--- src/rtl/pc_gen_if.sv ---
// Fetch-side bundle for pc_gen: fetch handshake, EX redirect and BTB training.
// pc_gen drives the *_o members through the master modport.
interface pc_gen_if #(
    parameter int ADDR_W = 32
);
    logic              rdy_i;
    logic              stall_i;
    logic              fetch_ready_i;
    logic [ADDR_W-1:0] pc_o;
    logic              pc_valid_o;
    logic              pred_taken_o;
    logic [ADDR_W-1:0] pred_target_o;
    logic              redirect_valid_i;
    logic [ADDR_W-1:0] redirect_pc_i;
    logic              upd_valid_i;
    logic [ADDR_W-1:0] upd_pc_i;
    logic              upd_taken_i;
    logic [ADDR_W-1:0] upd_target_i;

    modport master (
        input  rdy_i, stall_i, fetch_ready_i,
        input  redirect_valid_i, redirect_pc_i,
        input  upd_valid_i, upd_pc_i, upd_taken_i, upd_target_i,
        output pc_o, pc_valid_o, pred_taken_o, pred_target_o
    );

    modport slave (
        output rdy_i, stall_i, fetch_ready_i,
        output redirect_valid_i, redirect_pc_i,
        output upd_valid_i, upd_pc_i, upd_taken_i, upd_target_i,
        input  pc_o, pc_valid_o, pred_taken_o, pred_target_o
    );
endinterface

--- src/rtl/pc_gen.sv ---
// Fetch-PC generator with valid/ready handshake, held redirects and optional BTB.
// Define PC_GEN_BTB_EN to build the direct-mapped BTB with 2-bit counters.
module pc_gen #(
    parameter int                ADDR_W      = 32,
    parameter logic [ADDR_W-1:0] RESET_PC    = '0,
    parameter int                INSTR_BYTES = 4,
    parameter int                BTB_DEPTH   = 16
) (
    input  logic     clk,
    input  logic     rst,
    pc_gen_if.master bus
);
    localparam int OFF_W = $clog2(INSTR_BYTES);
    localparam int IDX_W = $clog2(BTB_DEPTH);
    localparam int TAG_W = ADDR_W - IDX_W - OFF_W;
    localparam logic [ADDR_W-1:0] STEP = ADDR_W'(INSTR_BYTES);

    logic [ADDR_W-1:0] pc_q, pc_d;
    logic              vld_q, vld_d;
    logic              pend_q, pend_d;
    logic [ADDR_W-1:0] pend_pc_q, pend_pc_d;
    logic              pred_taken;
    logic [ADDR_W-1:0] pred_target;
    logic              accept;

    assign accept = vld_q & bus.fetch_ready_i & ~bus.stall_i & bus.rdy_i;

    always_comb begin
        pc_d      = pc_q;
        vld_d     = vld_q;
        pend_d    = pend_q;
        pend_pc_d = pend_pc_q;
        if (bus.rdy_i) begin
            // A live redirect beats the pending one; either way the latch empties.
            vld_d  = 1'b1;
            pend_d = 1'b0;
            if (bus.redirect_valid_i)    pc_d = bus.redirect_pc_i;
            else if (pend_q)             pc_d = pend_pc_q;
            else if (accept && pred_taken) pc_d = pred_target;
            else if (accept)             pc_d = pc_q + STEP;
        end else if (bus.redirect_valid_i) begin
            pend_d    = 1'b1;
            pend_pc_d = bus.redirect_pc_i;
        end
    end

    always_ff @(posedge clk) begin
        if (rst) begin
            pc_q   <= RESET_PC;
            vld_q  <= 1'b0;
            pend_q <= 1'b0;
        end else begin
            pc_q   <= pc_d;
            vld_q  <= vld_d;
            pend_q <= pend_d;
        end
    end

    always_ff @(posedge clk) begin
        pend_pc_q <= pend_pc_d;
    end

`ifdef PC_GEN_BTB_EN
    function automatic logic [1:0] sat_inc(input logic [1:0] c);
        return (c == 2'b11) ? c : c + 2'b01;
    endfunction

    function automatic logic [1:0] sat_dec(input logic [1:0] c);
        return (c == 2'b00) ? c : c - 2'b01;
    endfunction

    logic [BTB_DEPTH-1:0] btb_vld_q;
    logic [TAG_W-1:0]     btb_tag_q [BTB_DEPTH];
    logic [ADDR_W-1:0]    btb_tgt_q [BTB_DEPTH];
    logic [1:0]           btb_ctr_q [BTB_DEPTH];
    logic [IDX_W-1:0]     rd_idx, wr_idx;
    logic [TAG_W-1:0]     rd_tag, wr_tag;
    logic                 wr_hit, upd_en;
    logic                 unused_bits;

    assign rd_idx = pc_q[IDX_W+OFF_W-1:OFF_W];
    assign rd_tag = pc_q[ADDR_W-1:IDX_W+OFF_W];
    assign wr_idx = bus.upd_pc_i[IDX_W+OFF_W-1:OFF_W];
    assign wr_tag = bus.upd_pc_i[ADDR_W-1:IDX_W+OFF_W];
    assign wr_hit = btb_vld_q[wr_idx] & (btb_tag_q[wr_idx] == wr_tag);
    assign upd_en = bus.upd_valid_i & bus.rdy_i & ~rst;
    assign unused_bits = ^bus.upd_pc_i;

    // Lookup reads registered contents, so a same-cycle update shows up next cycle.
    assign pred_taken  = vld_q & btb_vld_q[rd_idx] & (btb_tag_q[rd_idx] == rd_tag)
                       & btb_ctr_q[rd_idx][1];
    assign pred_target = pred_taken ? btb_tgt_q[rd_idx] : '0;

    always_ff @(posedge clk) begin
        if (rst) begin
            btb_vld_q <= '0;
        end else if (upd_en && !wr_hit && bus.upd_taken_i) begin
            btb_vld_q[wr_idx] <= 1'b1;
        end
    end

    always_ff @(posedge clk) begin
        if (upd_en) begin
            if (wr_hit) begin
                if (bus.upd_taken_i) begin
                    btb_ctr_q[wr_idx] <= sat_inc(btb_ctr_q[wr_idx]);
                    btb_tgt_q[wr_idx] <= bus.upd_target_i;
                end else begin
                    btb_ctr_q[wr_idx] <= sat_dec(btb_ctr_q[wr_idx]);
                end
            end else if (bus.upd_taken_i) begin
                btb_tag_q[wr_idx] <= wr_tag;
                btb_tgt_q[wr_idx] <= bus.upd_target_i;
                btb_ctr_q[wr_idx] <= 2'b10;
            end
        end
    end
`else
    logic unused_upd;

    assign pred_taken  = 1'b0;
    assign pred_target = '0;
    assign unused_upd  = ^{bus.upd_valid_i, bus.upd_pc_i, bus.upd_taken_i, bus.upd_target_i};
`endif

    assign bus.pc_o          = pc_q;
    assign bus.pc_valid_o    = vld_q;
    assign bus.pred_taken_o  = pred_taken;
    assign bus.pred_target_o = pred_target;
endmodule
--- src/flat_wrapper.sv ---
// flat-port wrapper written by rule: the top's interface ports become plain ports
module pc_gen_flat 
#(
    parameter int                ADDR_W      = 32,
    parameter logic [ADDR_W-1:0] RESET_PC    = '0,
    parameter int                INSTR_BYTES = 4,
    parameter int                BTB_DEPTH   = 16
)
  (clk, rst, bus_rdy_i, bus_stall_i, bus_fetch_ready_i, bus_redirect_valid_i, bus_redirect_pc_i, bus_upd_valid_i, bus_upd_pc_i, bus_upd_taken_i, bus_upd_target_i, bus_pc_o, bus_pc_valid_o, bus_pred_taken_o, bus_pred_target_o);
  pc_gen_if #(.ADDR_W(ADDR_W)) bus_i ();
  input  logic clk;
  input  logic rst;
  input wire logic [$bits(bus_i.rdy_i)-1:0] bus_rdy_i;
  input wire logic [$bits(bus_i.stall_i)-1:0] bus_stall_i;
  input wire logic [$bits(bus_i.fetch_ready_i)-1:0] bus_fetch_ready_i;
  input wire logic [$bits(bus_i.redirect_valid_i)-1:0] bus_redirect_valid_i;
  input wire logic [$bits(bus_i.redirect_pc_i)-1:0] bus_redirect_pc_i;
  input wire logic [$bits(bus_i.upd_valid_i)-1:0] bus_upd_valid_i;
  input wire logic [$bits(bus_i.upd_pc_i)-1:0] bus_upd_pc_i;
  input wire logic [$bits(bus_i.upd_taken_i)-1:0] bus_upd_taken_i;
  input wire logic [$bits(bus_i.upd_target_i)-1:0] bus_upd_target_i;
  output wire logic [$bits(bus_i.pc_o)-1:0] bus_pc_o;
  output wire logic [$bits(bus_i.pc_valid_o)-1:0] bus_pc_valid_o;
  output wire logic [$bits(bus_i.pred_taken_o)-1:0] bus_pred_taken_o;
  output wire logic [$bits(bus_i.pred_target_o)-1:0] bus_pred_target_o;
  assign bus_i.rdy_i = bus_rdy_i;
  assign bus_i.stall_i = bus_stall_i;
  assign bus_i.fetch_ready_i = bus_fetch_ready_i;
  assign bus_i.redirect_valid_i = bus_redirect_valid_i;
  assign bus_i.redirect_pc_i = bus_redirect_pc_i;
  assign bus_i.upd_valid_i = bus_upd_valid_i;
  assign bus_i.upd_pc_i = bus_upd_pc_i;
  assign bus_i.upd_taken_i = bus_upd_taken_i;
  assign bus_i.upd_target_i = bus_upd_target_i;
  assign bus_pc_o = bus_i.pc_o;
  assign bus_pc_valid_o = bus_i.pc_valid_o;
  assign bus_pred_taken_o = bus_i.pred_taken_o;
  assign bus_pred_target_o = bus_i.pred_target_o;
  pc_gen #(.ADDR_W(ADDR_W), .RESET_PC(RESET_PC), .INSTR_BYTES(INSTR_BYTES), .BTB_DEPTH(BTB_DEPTH)) u_core (.clk(clk), .rst(rst), .bus(bus_i));
endmodule
--- config.mk ---
export PLATFORM = sky130hd
export DESIGN_NAME = pc_gen_flat
export DESIGN_NICKNAME = d
export VERILOG_FILES = /design/src/rtl/pc_gen_if.sv /design/src/rtl/pc_gen.sv /design/src/flat_wrapper.sv
export SDC_FILE = /design/constraint.sdc
export NUM_CORES = 1
export LEC_CHECK = 0
export BUFFER_PORTS_ARGS = -buffer_cell sky130_fd_sc_hd__buf_2
export CORE_MARGIN = 5
export CORE_UTILIZATION = 42
export DETAILED_ROUTE_END_ITERATION = 16
export GPL_ROUTABILITY_DRIVEN = 0
export PLACE_DENSITY = 0.77
export SLEW_MARGIN = 20
export SYNTH_ARGS = -nofsm -noshare
export SYNTH_HDL_FRONTEND = slang
export SYNTH_SLANG_ARGS = --single-unit
--- constraint.sdc ---
create_clock -name clk -period 2.53 [get_ports clk]
set_clock_uncertainty 0.15 [all_clocks]
set_input_delay 0.1265 -clock clk [delete_from_list [all_inputs] [get_ports clk]]
set_output_delay 0.1265 -clock clk [all_outputs]
set_load 0.02 [all_outputs]
### Word-level counts from Yosys, hierarchy flattened

Cells that the tools add are included.

| cells by class | value |
|---|---|
| mux-type cells | 3 |
| add/sub/neg operators | 1 |
| bitwise operators | 5 |
| reduce and logical (&&, ||, !) cells | 4 |

Operators by type and width:

| cell | count |
|---|---|
| $mux W32 | 3 |
| $add A32 B3 Y32 const B | 1 |
| $reduce_and A2 Y1 | 2 |
| $and A1 B1 Y1 | 3 |
| $reduce_bool A3 Y1 | 1 |
| $not A1 Y1 | 2 |
| $reduce_or A2 Y1 | 1 |

| word-level totals | value |
|---|---|
| input port bits | 104 |
| logic and storage cells | 17 |
| register bits after elaboration | 66 |

### Logic depth before layout (Yosys ltp)

Gate-level depths: netlist of the first run.

| logic depth | value |
|---|---|
| word-level depth | 6 |
| gate-level depth with buffers | 8 |
| mapped depth without buffers | 6 |

### Worst setup path before layout of the first run

Ideal clock, no wire load.

| timing | value |
|---|---|
| kind | input-to-reg |
| from | in bus_redirect_valid_i |
| to | reg u_core.pend_pc_q[0], enable pin |
| setup time | 0.421 ns |
| stages | 4 |
| arrival time | 2.002 ns |
| setup slack | -0.043 ns |
| buffers on the path | 2 |
| required time | 1.959 ns |
| cells stage by stage | clkbuf_1 > inv_1 > clkbuf_1 > nor2_1 |

| between the ends | value |
|---|---|
| cells in the longest elaborated chain, start to end | 1 |

Ends and longest elaborated chain:

| element | line | text |
|---|---|---|
| start, declared | flat_wrapper.sv:16 | `input wire logic [$bits(bus_i.redirect_valid_i)-1:0] bus_redirect_valid_i;` |
| $reduce_and A2 Y1 (no line) | - |  |
| end signal, assigned | pc_gen.sv:60 | `pend_pc_q <= pend_pc_d;` |
| end, declared | pc_gen.sv:21 | `logic [ADDR_W-1:0] pend_pc_q, pend_pc_d;` |

Every way passes these cells.
A chain may end at the register's enable or synchronous reset.

### Worst setup path after layout of the first run

| timing | value |
|---|---|
| from | reg u_core.pc_q[8] (netlist: u_core.bus.pc_o[8]) |
| to | reg u_core.pc_q[27] (netlist: u_core.bus.pc_o[27]) |

| between the ends | value |
|---|---|
| cells in the longest elaborated chain, start to end | 4 |

Ends and longest elaborated chain:

| element | line | text |
|---|---|---|
| start, declared | pc_gen.sv:18 | `logic [ADDR_W-1:0] pc_q, pc_d;` |
| start signal, assigned | pc_gen.sv:53 | `pc_q <= pc_d;` |
| $add A32 B3 Y32 | pc_gen.sv:40 | `else if (accept) pc_d = pc_q + STEP;` |
| $mux W32 | pc_gen.sv:40 |  |
| $mux W32 | pc_gen.sv:38 | `else if (pend_q) pc_d = pend_pc_q;` |
| $mux W32 | pc_gen.sv:37 | `if (bus.redirect_valid_i) pc_d = bus.redirect_pc_i;` |

Every way passes these cells. The select of a mux whose other input is x is not followed.

==> run_results.csv, run 1 <==
group,metric,value,unit
run_status,status,"complete, no violations",
layout,nNetsFinal,580,
worst_setup_path,cp_data_arrival_time,2320,ps
worst_setup_path,r2r_end,"u_core.bus.pc_o[27]",
synthesis,ys_top_cells_by_count,"buf_4, dfxtp_1, edfxtp_1",
worst_setup_path,rr_worst_depth,5,
timing,slew_violations,0,
layout,stdcell_count,585,
detailed_routing,wirelength,10.2,mm
worst_setup_path,setup.worst_path.end,"u_core.bus.pc_o[27]",
clocking,htree_levels,3,
placement,dp_hpwl,7.14,mm
detailed_routing,ant_nets,0,
clocking,cts-root-buf,"clkbuf_8",
pwr,irDropWorstVdd,0.403,mV
timing,setup_viol,0,
worst_setup_path,worstReg2RegStart,"u_core.bus.pc_o[8]",
worst_setup_path,rrSetupSlack,320,ps
synthesis,yosys_most_used_dff,"dfxtp_1",
layout,drive_above_1_share,0.235,
global_route,grt_util_all_layers,0.203,
synthesis,synth_edf_count,32,
synthesis,synthCells,371,
floorplan,ios,170,
timing,fmax,452,MHz
hold_path,min_path_type,"primary input to flop",
worst_setup_path,path_max_fanout,7,
pwr,power_density,577,nW/um2
clocking,cts_buffers,9,
clocking,clk_latency,370,ps
floorplan,rows,33,
synthesis,synth_top_cell_by_area,"edfxtp_1",
floorplan,die_w,102,um
clocking,cts_setup_buffers,0,
placement,placed_cells,536,
global_route,grt_max_degree,28,
placement,portBuffers,70,
placement,post-place-ws,362,ps
synthesis,synth-async-reset-ratio,0,
detailed_routing,post_drt_wl_per_cell,17.4,um
detailed_routing,num_vias,3350,
worst_setup_path,critical_path.startpoint,"u_core.bus.pc_o[8]",
job,cap_violations,0,
synthesis,yosysSeqAreaShare,0.466,
worst_setup_path,endpoint_kind,"flop",
timing,period_needed,2210,ps
global_route,grt_overflow,0,
floorplan,placeableCoreArea,8220,um2
timing,setup_tns,0,ps
detailed_routing,dr.first_iter.drc_count,269,
clocking,hold_buffers,33,
timing,rsz0062_at_grt,"no",
detailed_routing,dr.pass1.iters,5,
detailed_routing,drt-vias-per-instance,5.73,
floorplan,start_util,0.429,
synthesis,synth_top_area_frac,0.273,
floorplan,dieArea,10300,um2
global_route,grt_pass1_wl,16.1,mm
worst_setup_path,worstSetupPathType,"flop to flop",
floorplan,die_y,102,um
clocking,cts.sinks,66,
timing,timing.final.crit_share,0.875,
detailed_routing,drc_errors,0,
global_route,grt_antenna_before_repair,0,
synthesis,ys_types,58,
timing,hold_viol_final,0,
layout,syn_to_final_growth,25.6,%
worst_setup_path,cp.required,2640,ps
global_route,first_global_vias,3242,
synthesis,synthTopCellsByArea,"edfxtp_1, dfxtp_1, buf_4, o21ai_0, a22oi_1",
pwr,p_leak,1.81,nW
clocking,post_cts_resized,0,
timing,worstMarginPinSlew,650,ps
synthesis,syn_area,3530,um2
clocking,clk_path_buf_depth,2,
timing,maxSlewHeadroom,0.565,
layout,num_antenna_cells,0,
clocking,cts_tree,"yes",
hold_path,hp-start,"bus_rdy_i",
synthesis,syn_avg_cell_area,9.50,um2
timing,worst_slack,317,ps
synthesis,ys_seq_elements,66,
synthesis,ys_warn_count,0,
clocking,path_clk_slew,70,ps
worst_setup_path,start_kind,"flop",
-- per-layer routing --
metal,up-vias,wire [um],track usage
met5,-,0,0
met4,0,296,0.0879
met3,25,1030,0.0572
met2,189,4780,0.326
met1,1574,4080,0.256
li1,1562,-,-
-- worst min-delay path by stage --
stage | end | slack (ps) | cells after the start
floorplan | u_core.pend_pc_q[0] | 80 | 0
global placement | u_core.pend_pc_q[7] | 170 | 1
detailed placement | u_core.pend_pc_q[24] | 170 | 1
CTS | u_core.pend_q | 90 | 3
global route | u_core.pend_q | 120 | 3
finish | u_core.pend_q | 110 | 3
-- through the flow --
| step | power [mW] | util | hold WS, ps | area [um2] |
|---|---|---|---|---|
| 6_report | 2.56 | 0.539 | 108 | 4430 |
| 5_1_grt | 2.67 | 0.539 | 124 | 4430 |
| 3_5_place_dp | 1.65 | 0.475 | 170 | 3900 |
| 4_1_cts | 2.57 | 0.539 | 88.3 | 4430 |
| 3_3_place_gp | 1.64 | 0.475 | 168 | 3900 |
| 2_1_floorplan | 1.55 | - | 75.4 | 3650 |
-- cells in the final DEF, fill, tap and decap left out, types with 4 or more instances in the layout --
master,n
a211oi_1,4
a21o_1,4
a21oi_1,25
a22o_1,8
a22oi_1,17
a31oi_1,4
and2_1,4
and3_1,7
and4_1,5
buf_2,70
buf_4,17
clkbuf_8,9
conb_1,33
dfxtp_1,34
dlygate4sd3_1,33
edfxtp_1,32
mux2i_1,7
nand2_1,22
nand3_1,13
nand4_1,7
nor2_1,24
nor3_1,8
o21ai_0,29
o22ai_1,8
-- flip-flops by register name, summed over array words and instances (netlist names) --
register / cells
u_core.pend_pc_q: 32
u_core.bus.pc_o: 32
u_core.pend_q: 1
u_core.bus.pc_valid_o: 1
-- cell type report --
cell class / instances / area (um2)
fill: 748 / 3790
sequential: 66 / 1640
multi-input combinational: 275 / 1640
timing repair buffer: 120 / 808
tap: 105 / 131
clock buffer: 9 / 124
clock inverter: 7 / 70.1
inverter: 3 / 11.3
-- critical path, stage by stage, from the launching register on --
cell	delay, ps
dfxtp_1	440
nand4_2	210
nor4_4	570
nand2_4	120
or3_1	360
a32o_1	250
-- report_power, final --
part / total, mW / switching [mW] / leakage, nW / internal, mW
combinational: 0.424 / 0.261 / 1.14 / 0.163
clock: 0.883 / 0.433 / 0.0889 / 0.450
sequential: 1.25 / 0.0571 / 0.579 / 1.19
-- kinds of logic (layout without fill, tap and decap cells) --
kind of cell               after synthesis  in the layout  share of synthesized area
other                                    1             33                    0.00106
buffers and inverters                   62            139                      0.104
adders and majority gates                1              1                    0.00355
and+or+nand+nor                        107            107                      0.164
AOI/OAI and AO/OA                      127            127                      0.242
DFF                                     66             66                      0.466
muxes                                    7              7                     0.0199
(Power assumes the default switching activity.)
==> run 2, diff against run 1 <==
Settings changed: ABC_AREA set to 1, CORE_UTILIZATION 42 to 44, CTS_BUF_LIST set to sky130_fd_sc_hd__clkbuf_2, PLACE_DENSITY 0.77 to 0.79, REMOVE_ABC_BUFFERS set to 1.
==> run_results.csv, run 2 <==
group,metric,value,unit
run_status,status,"complete, no violations",
floorplan,ios,170,
floorplan,dieArea,10500,um2
layout,drive_above_1_share,0.186,
timing,fmax,529,MHz
synthesis,synthCells,484,
synthesis,ys_top_cells_by_count,"nand2_1, nor2_1, o21ai_0",
global_route,grt_pass1_wl,16.2,mm
timing,setup_viol,0,
detailed_routing,dr.pass1.iters,5,
layout,nNetsFinal,691,
clocking,htree_levels,3,
clocking,cts.sinks,66,
floorplan,die_y,102,um
hold_path,hold_depth,4,
layout,final_cell_mix,"nand2_1, buf_2, nor2_1",
worst_setup_path,rr_worst_depth,8,
clocking,clk_path_buf_depth,2,
global_route,grt_util_all_layers,0.196,
timing,worstMarginPinSlew,856,ps
placement,dp_hpwl,6.73,mm
clocking,cts-root-buf,"clkbuf_2",
pwr,switching_power,739,uW
worst_setup_path,worstReg2RegStart,"u_core.bus.pc_o[2]",
timing,setup_tns,0,ps
global_route,top_usage_layer,"met2",
global_route,grt_max_degree,38,
timing,rsz0062_at_grt,"no",
synthesis,syn_area,3760,um2
detailed_routing,drt-vias-per-instance,5.08,
worst_setup_path,path_max_fanout,7,
floorplan,die_w,102,um
worst_setup_path,worstSetupPathType,"flop to flop",
clocking,cts_buffers,9,
global_route,grt.met1_usage,0.235,
pwr,power_density,514,nW/um2
detailed_routing,num_vias,3539,
timing,maxSlewHeadroom,0.429,
synthesis,synth_top_area_frac,0.256,
synthesis,ys_warn_count,0,
pwr,power_switching_share,0.318,
pwr,p_clk_frac,0.261,
pwr,combPwrFrac,0.191,
global_route,grt_use_met2,0.343,
layout,num_antenna_cells,0,
worst_setup_path,rrSetupSlack,640,ps
synthesis,yosysMostFrequentCell,"nand2_1",
floorplan,rows,33,
layout,syn_to_final_growth,20.3,%
synthesis,synth_top_cell_by_area,"edfxtp_1",
timing,period_needed,1890,ps
pwr,irDropWorstVdd,0.290,mV
detailed_routing,ant_nets,0,
synthesis,yosys_most_used_dff,"dfxtp_1",
clocking,clk_latency,530,ps
synthesis,ys_seq_elements,66,
synthesis,syn_avg_cell_area,7.77,um2
global_route,first_global_vias,3396,
pwr,seq_power_share,0.548,
worst_setup_path,r2r_end,"u_core.bus.pc_o[18]",
synthesis,synth_edf_count,32,
worst_setup_path,endpoint_kind,"flop",
layout,layout.cells.most_common,"nand2_1",
synthesis,synthTopCellsByArea,"edfxtp_1, dfxtp_1, nand2_1, buf_4, nor2_1",
floorplan,start_util,0.455,
global_route,grt_antenna_before_repair,0,
synthesis,yosysSeqAreaShare,0.437,
timing,hold_viol_final,0,
timing,fin_hold_ws,79.6,ps
placement,portBuffers,70,
floorplan,placeableCoreArea,8260,um2
worst_setup_path,cp_data_arrival_time,2200,ps
hold_path,hp-start,"bus_redirect_valid_i",
pwr,p_leak,1.84,nW
synthesis,ys_types,30,
hold_path,min_path_type,"primary input to flop",
global_route,grt.met3_usage,0.0546,
synthesis,synth-async-reset-ratio,0,
timing,slew_violations,0,
worst_setup_path,start_kind,"flop",
hold_path,holdPathEnd,"u_core.bus.pc_o[31]",
detailed_routing,dr.first_iter.drc_count,303,
clocking,path_clk_slew,190,ps
job,cap_violations,0,
worst_setup_path,cp.required,2840,ps
timing,timing.final.crit_share,0.748,
detailed_routing,drc_errors,0,
pwr,p_int,1.58,mW
detailed_routing,post_drt_wl_per_cell,14.0,um
clocking,cts_tree,"yes",
detailed_routing,wirelength,9.74,mm
global_route,grt_overflow,0,
[run 2: cell count changes in the layout (fill, tap and decap cells not counted), moves of 12 or more]
cell	delta
a22o_1	+16
a22oi_1	-16
nor2_1	+44
inv_1	+21
nand2_1	+104
buf_4	-12
[run 2: what timing repair did]
item | in CTS | in global routing
gates resized for setup | 0 | 0
buffers inserted | 0 | 0
hold buffers | 35 | 0
endpoints found under the hold margin | 79 | 0
[run 2: stage by stage]
step	instance area (um2)	power, mW	util	setup WS (ps)	cells
2_1_floorplan	3540	1.54	-	443	465
3_3_place_gp	4070	1.68	0.492	713	645
3_5_place_dp	4070	1.69	0.492	705	645
4_1_cts	4520	2.32	0.547	652	696
5_1_grt	4520	2.42	0.547	458	696
6_report	4520	2.32	0.547	639	696
[run 2: area by class of cell]
class	count	area (um2)
Multi-Input combinational cell	372	1800
Clock inverter	7	60.1
Clock buffer	9	45.0
Timing Repair Buffer	110	738
Tap cell	105	131
Inverter	27	101
Fill cell	759	3740
Sequential cell	66	1640
[run 2: worst max-delay path, stage by stage, from the launching register on]
cell	delay, ps
dfxtp_1	500
ha_1	280
nand2_2	100
nor2_4	200
nand2_2	120
nor2_2	130
xor2_1	160
nand2_1	70
a21oi_1	120
[run 2: cells by family (layout without fill, tap and decap cells)]
kind of cell,count (synthesis),after routing,share of synthesized area
and+or+nand+nor,228,228,0.254
other,1,33,0.000998
buffers and inverters,78,153,0.116
DFF,66,66,0.437
xor gates and xnor gates,12,12,0.0280
adders and majority gates,1,1,0.00333
AOI/OAI and AO/OA,98,98,0.160
[run 2: worst max path at each step]
| stage | start | endpoint |
|---|---|---|
| 6_report | u_core.bus.pc_o[2] | u_core.bus.pc_o[18] |
| 3_3_place_gp | u_core.bus.pc_o[2] | u_core.bus.pc_o[18] |
| 3_5_place_dp | u_core.bus.pc_o[2] | u_core.bus.pc_o[18] |
| 4_1_cts | u_core.bus.pc_o[2] | u_core.bus.pc_o[18] |
| 2_1_floorplan | bus_redirect_valid_i | u_core.pend_pc_q[0] |
| 5_1_grt | u_core.bus.pc_o[2] | u_core.bus.pc_o[18] |
[run 2: per-layer routing]
metal	wire length [um]	vias up
met5	0	-
met4	191	0
met3	781	23
met2	4760	152
met1	4010	1614
li1	-	1750
[run 2: power by group through the flow]
stage                     sequential, mW  clock [mW]  combinational (mW)
after floorplan                     1.33           0               0.207
final                               1.27       0.605               0.444
after global routing                1.28       0.646               0.494
after global placement              1.29           0               0.386
after detailed placement            1.29           0               0.398
after CTS                           1.27       0.608               0.441
==> run 3, diff against run 2 <==
Settings changed: CORE_UTILIZATION 44 to 49, PLACE_DENSITY 0.79 to 0.83.
Clock period 2.53 ns to 1.8 ns, I/O delays scaled along.
==> run_results.csv, run 3 (synthesized netlist as in run 2, its figures left out) <==
group,metric,value,unit
layout,num_antenna_cells,0,
floorplan,die_y,97.6,um
worst_setup_path,setup.worst_path.end,"u_core.bus.pc_o[31]",
clocking,path_clk_slew,190,ps
floorplan,ios,170,
worst_setup_path,rrSetupSlack,130,ps
worst_setup_path,cp_num_cells,9,
worst_setup_path,slowest_delay,520,ps
timing,setup_viol,0,
clocking,cts-root-buf,"clkbuf_2",
worst_setup_path,cp_data_arrival_time,1980,ps
floorplan,start_util,0.494,
global_route,grt_max_degree,33,
layout,syn_to_final_growth,22.8,%
detailed_routing,dr.pass1.iters,5,
global_route,grt_pass1_wl,16.0,mm
worst_setup_path,endpoint_kind,"flop",
detailed_routing,ant_nets,0,
worst_setup_path,worstSetupPathType,"primary input to flop",
timing,slew_violations,0,
placement,portBuffers,70,
global_route,first_global_vias,3467,
worst_setup_path,r2r_end,"u_core.bus.pc_o[23]",
global_route,grt_overflow,0,
timing,hold_viol_final,0,
global_route,grt_util_all_layers,0.203,
floorplan,placeableCoreArea,7610,um2
worst_setup_path,cp_num_buf_inv,4,
worst_setup_path,worst_path_max_delay_cell,"dlygate4sd3_1",
pwr,irDropWorstVdd,0.459,mV
detailed_routing,wirelength,9.57,mm
clocking,htree_levels,3,
detailed_routing,post_drt_wl_per_cell,13.6,um
worst_setup_path,critical_path.startpoint,"bus_redirect_valid_i",
worst_setup_path,start_kind,"primary input",
worst_setup_path,rr_worst_depth,7,
layout,nNetsFinal,700,
timing,fin_hold_ws,145,ps
detailed_routing,drt-vias-per-instance,5.01,
detailed_routing,drc_errors,0,
clocking,clk_path_buf_depth,2,
floorplan,dieArea,9520,um2
pwr,power_density,714,nW/um2
worst_setup_path,path_delay_family,"buffers and inverters",
timing,period_needed,1680,ps
timing,fmax,596,MHz
worst_setup_path,critical_path.cell_chain,"dlygate4sd3_1, buf_2, nor2_4, inv_2, nand2_2, nand2_4, buf_4, o21ai_0, a21oi_1",
detailed_routing,num_vias,3516,
global_route,grt_antenna_before_repair,0,
clocking,clk_latency,510,ps
worst_setup_path,cp.required,2100,ps
worst_setup_path,path_max_fanout,21,
floorplan,rows,32,
layout,layout.cells.most_common,"nand2_1",
layout,multi_input_area,1820,um2
pwr,p_leak,1.88,nW
run_status,status,"complete, no violations",
floorplan,die_w,97.6,um
layout,drive_above_1_share,0.203,
layout,fillers,678,
detailed_routing,dr.first_iter.drc_count,260,
clocking,cts.sinks,66,
job,cap_violations,0,
layout,register_area,1650,um2
placement,dp_hpwl,6.79,mm
clocking,cts_buffers,9,
layout,final_cell_mix,"nand2_1, buf_2, nor2_1",
worst_setup_path,worstReg2RegStart,"u_core.bus.pc_o[2]",
hold_path,min_path_type,"primary input to flop",
timing,timing.final.crit_share,0.932,
clocking,cts_tree,"yes",
pwr,finalPower,3.29,mW
[run 3: changes by cell type in the layout (fill, tap and decap cells not counted), moves of 2 or more]
cell,change
clkinv_1,-2
dfxtp_1,-3
dfxtp_2,+3
dlygate4sd3_1,+3
buf_4,+6
clkbuf_2,+2
[run 3: how the worst min path moves through the flow]
stage / start / to / slack [ps] / cells after the start
finish: bus_redirect_pc_i[2] / u_core.pend_pc_q[2] / 140 / 2
floorplan: rst / u_core.bus.pc_valid_o / 10 / 1
detailed placement: bus_redirect_pc_i[2] / u_core.pend_pc_q[2] / 130 / 1
global route: bus_redirect_pc_i[2] / u_core.pend_pc_q[2] / 110 / 2
global placement: bus_redirect_pc_i[3] / u_core.pend_pc_q[3] / 130 / 1
CTS: rst / u_core.pend_q / 100 / 3
[run 3: layout make-up]
cell class                      instances  area share
Clock buffer                           11      0.0119
Clock inverter                          5      0.0119
Inverter                               27      0.0225
Multi-Input combinational cell        372       0.393
Sequential cell                        66       0.356
Tap cell                              102      0.0276
Timing Repair Buffer                  119       0.176
[run 3: routing by layer]
metal,vias up,global-route usage,share of wire
met1,1607,0.235,0.43
met4,0,0.0831,0.023
li1,1768,-,-
met5,-,0,0
met2,122,0.357,0.48
met3,19,0.0495,0.069
[run 3: repair_timing]
action,4_1_cts,5_1_grt
hold buffers,38,0
resized for setup,0,8
setup endpoints to repair,0,19
hold endpoints to repair,80,0
buffers inserted,0,1
[run 3: report_power, final]
group | switching (mW) | total, mW | leakage (nW) | internal (mW)
registers | 0.100 | 1.79 | 0.582 | 1.69
clock network | 0.531 | 0.858 | 0.0679 | 0.327
logic | 0.396 | 0.645 | 1.23 | 0.250
total | 1.03 | 3.29 | 1.88 | 2.27
[run 3: worst reg2reg max path, delay by kind of cell (launching register included)]
family                 cells  cell delay (ps)
buffers and inverters      1              150
flip-flops                 1              400
AO/OA/AOI/OAI              2              290
AND/OR/NAND/NOR            4              640
[run 3: per-stage QoR]
stage               instance area [um2]  setup TNS (ps)  instances  setup WS, ps   util
floorplan                          3540           -8030        465          -251      -
global placement                   4100               0        647           128  0.539
detailed placement                 4100               0        647          74.4  0.539
CTS                                4590               0        701          38.8  0.603
global route                       4620           -14.9        702         -6.87  0.607
finish                             4620               0        702           122  0.607
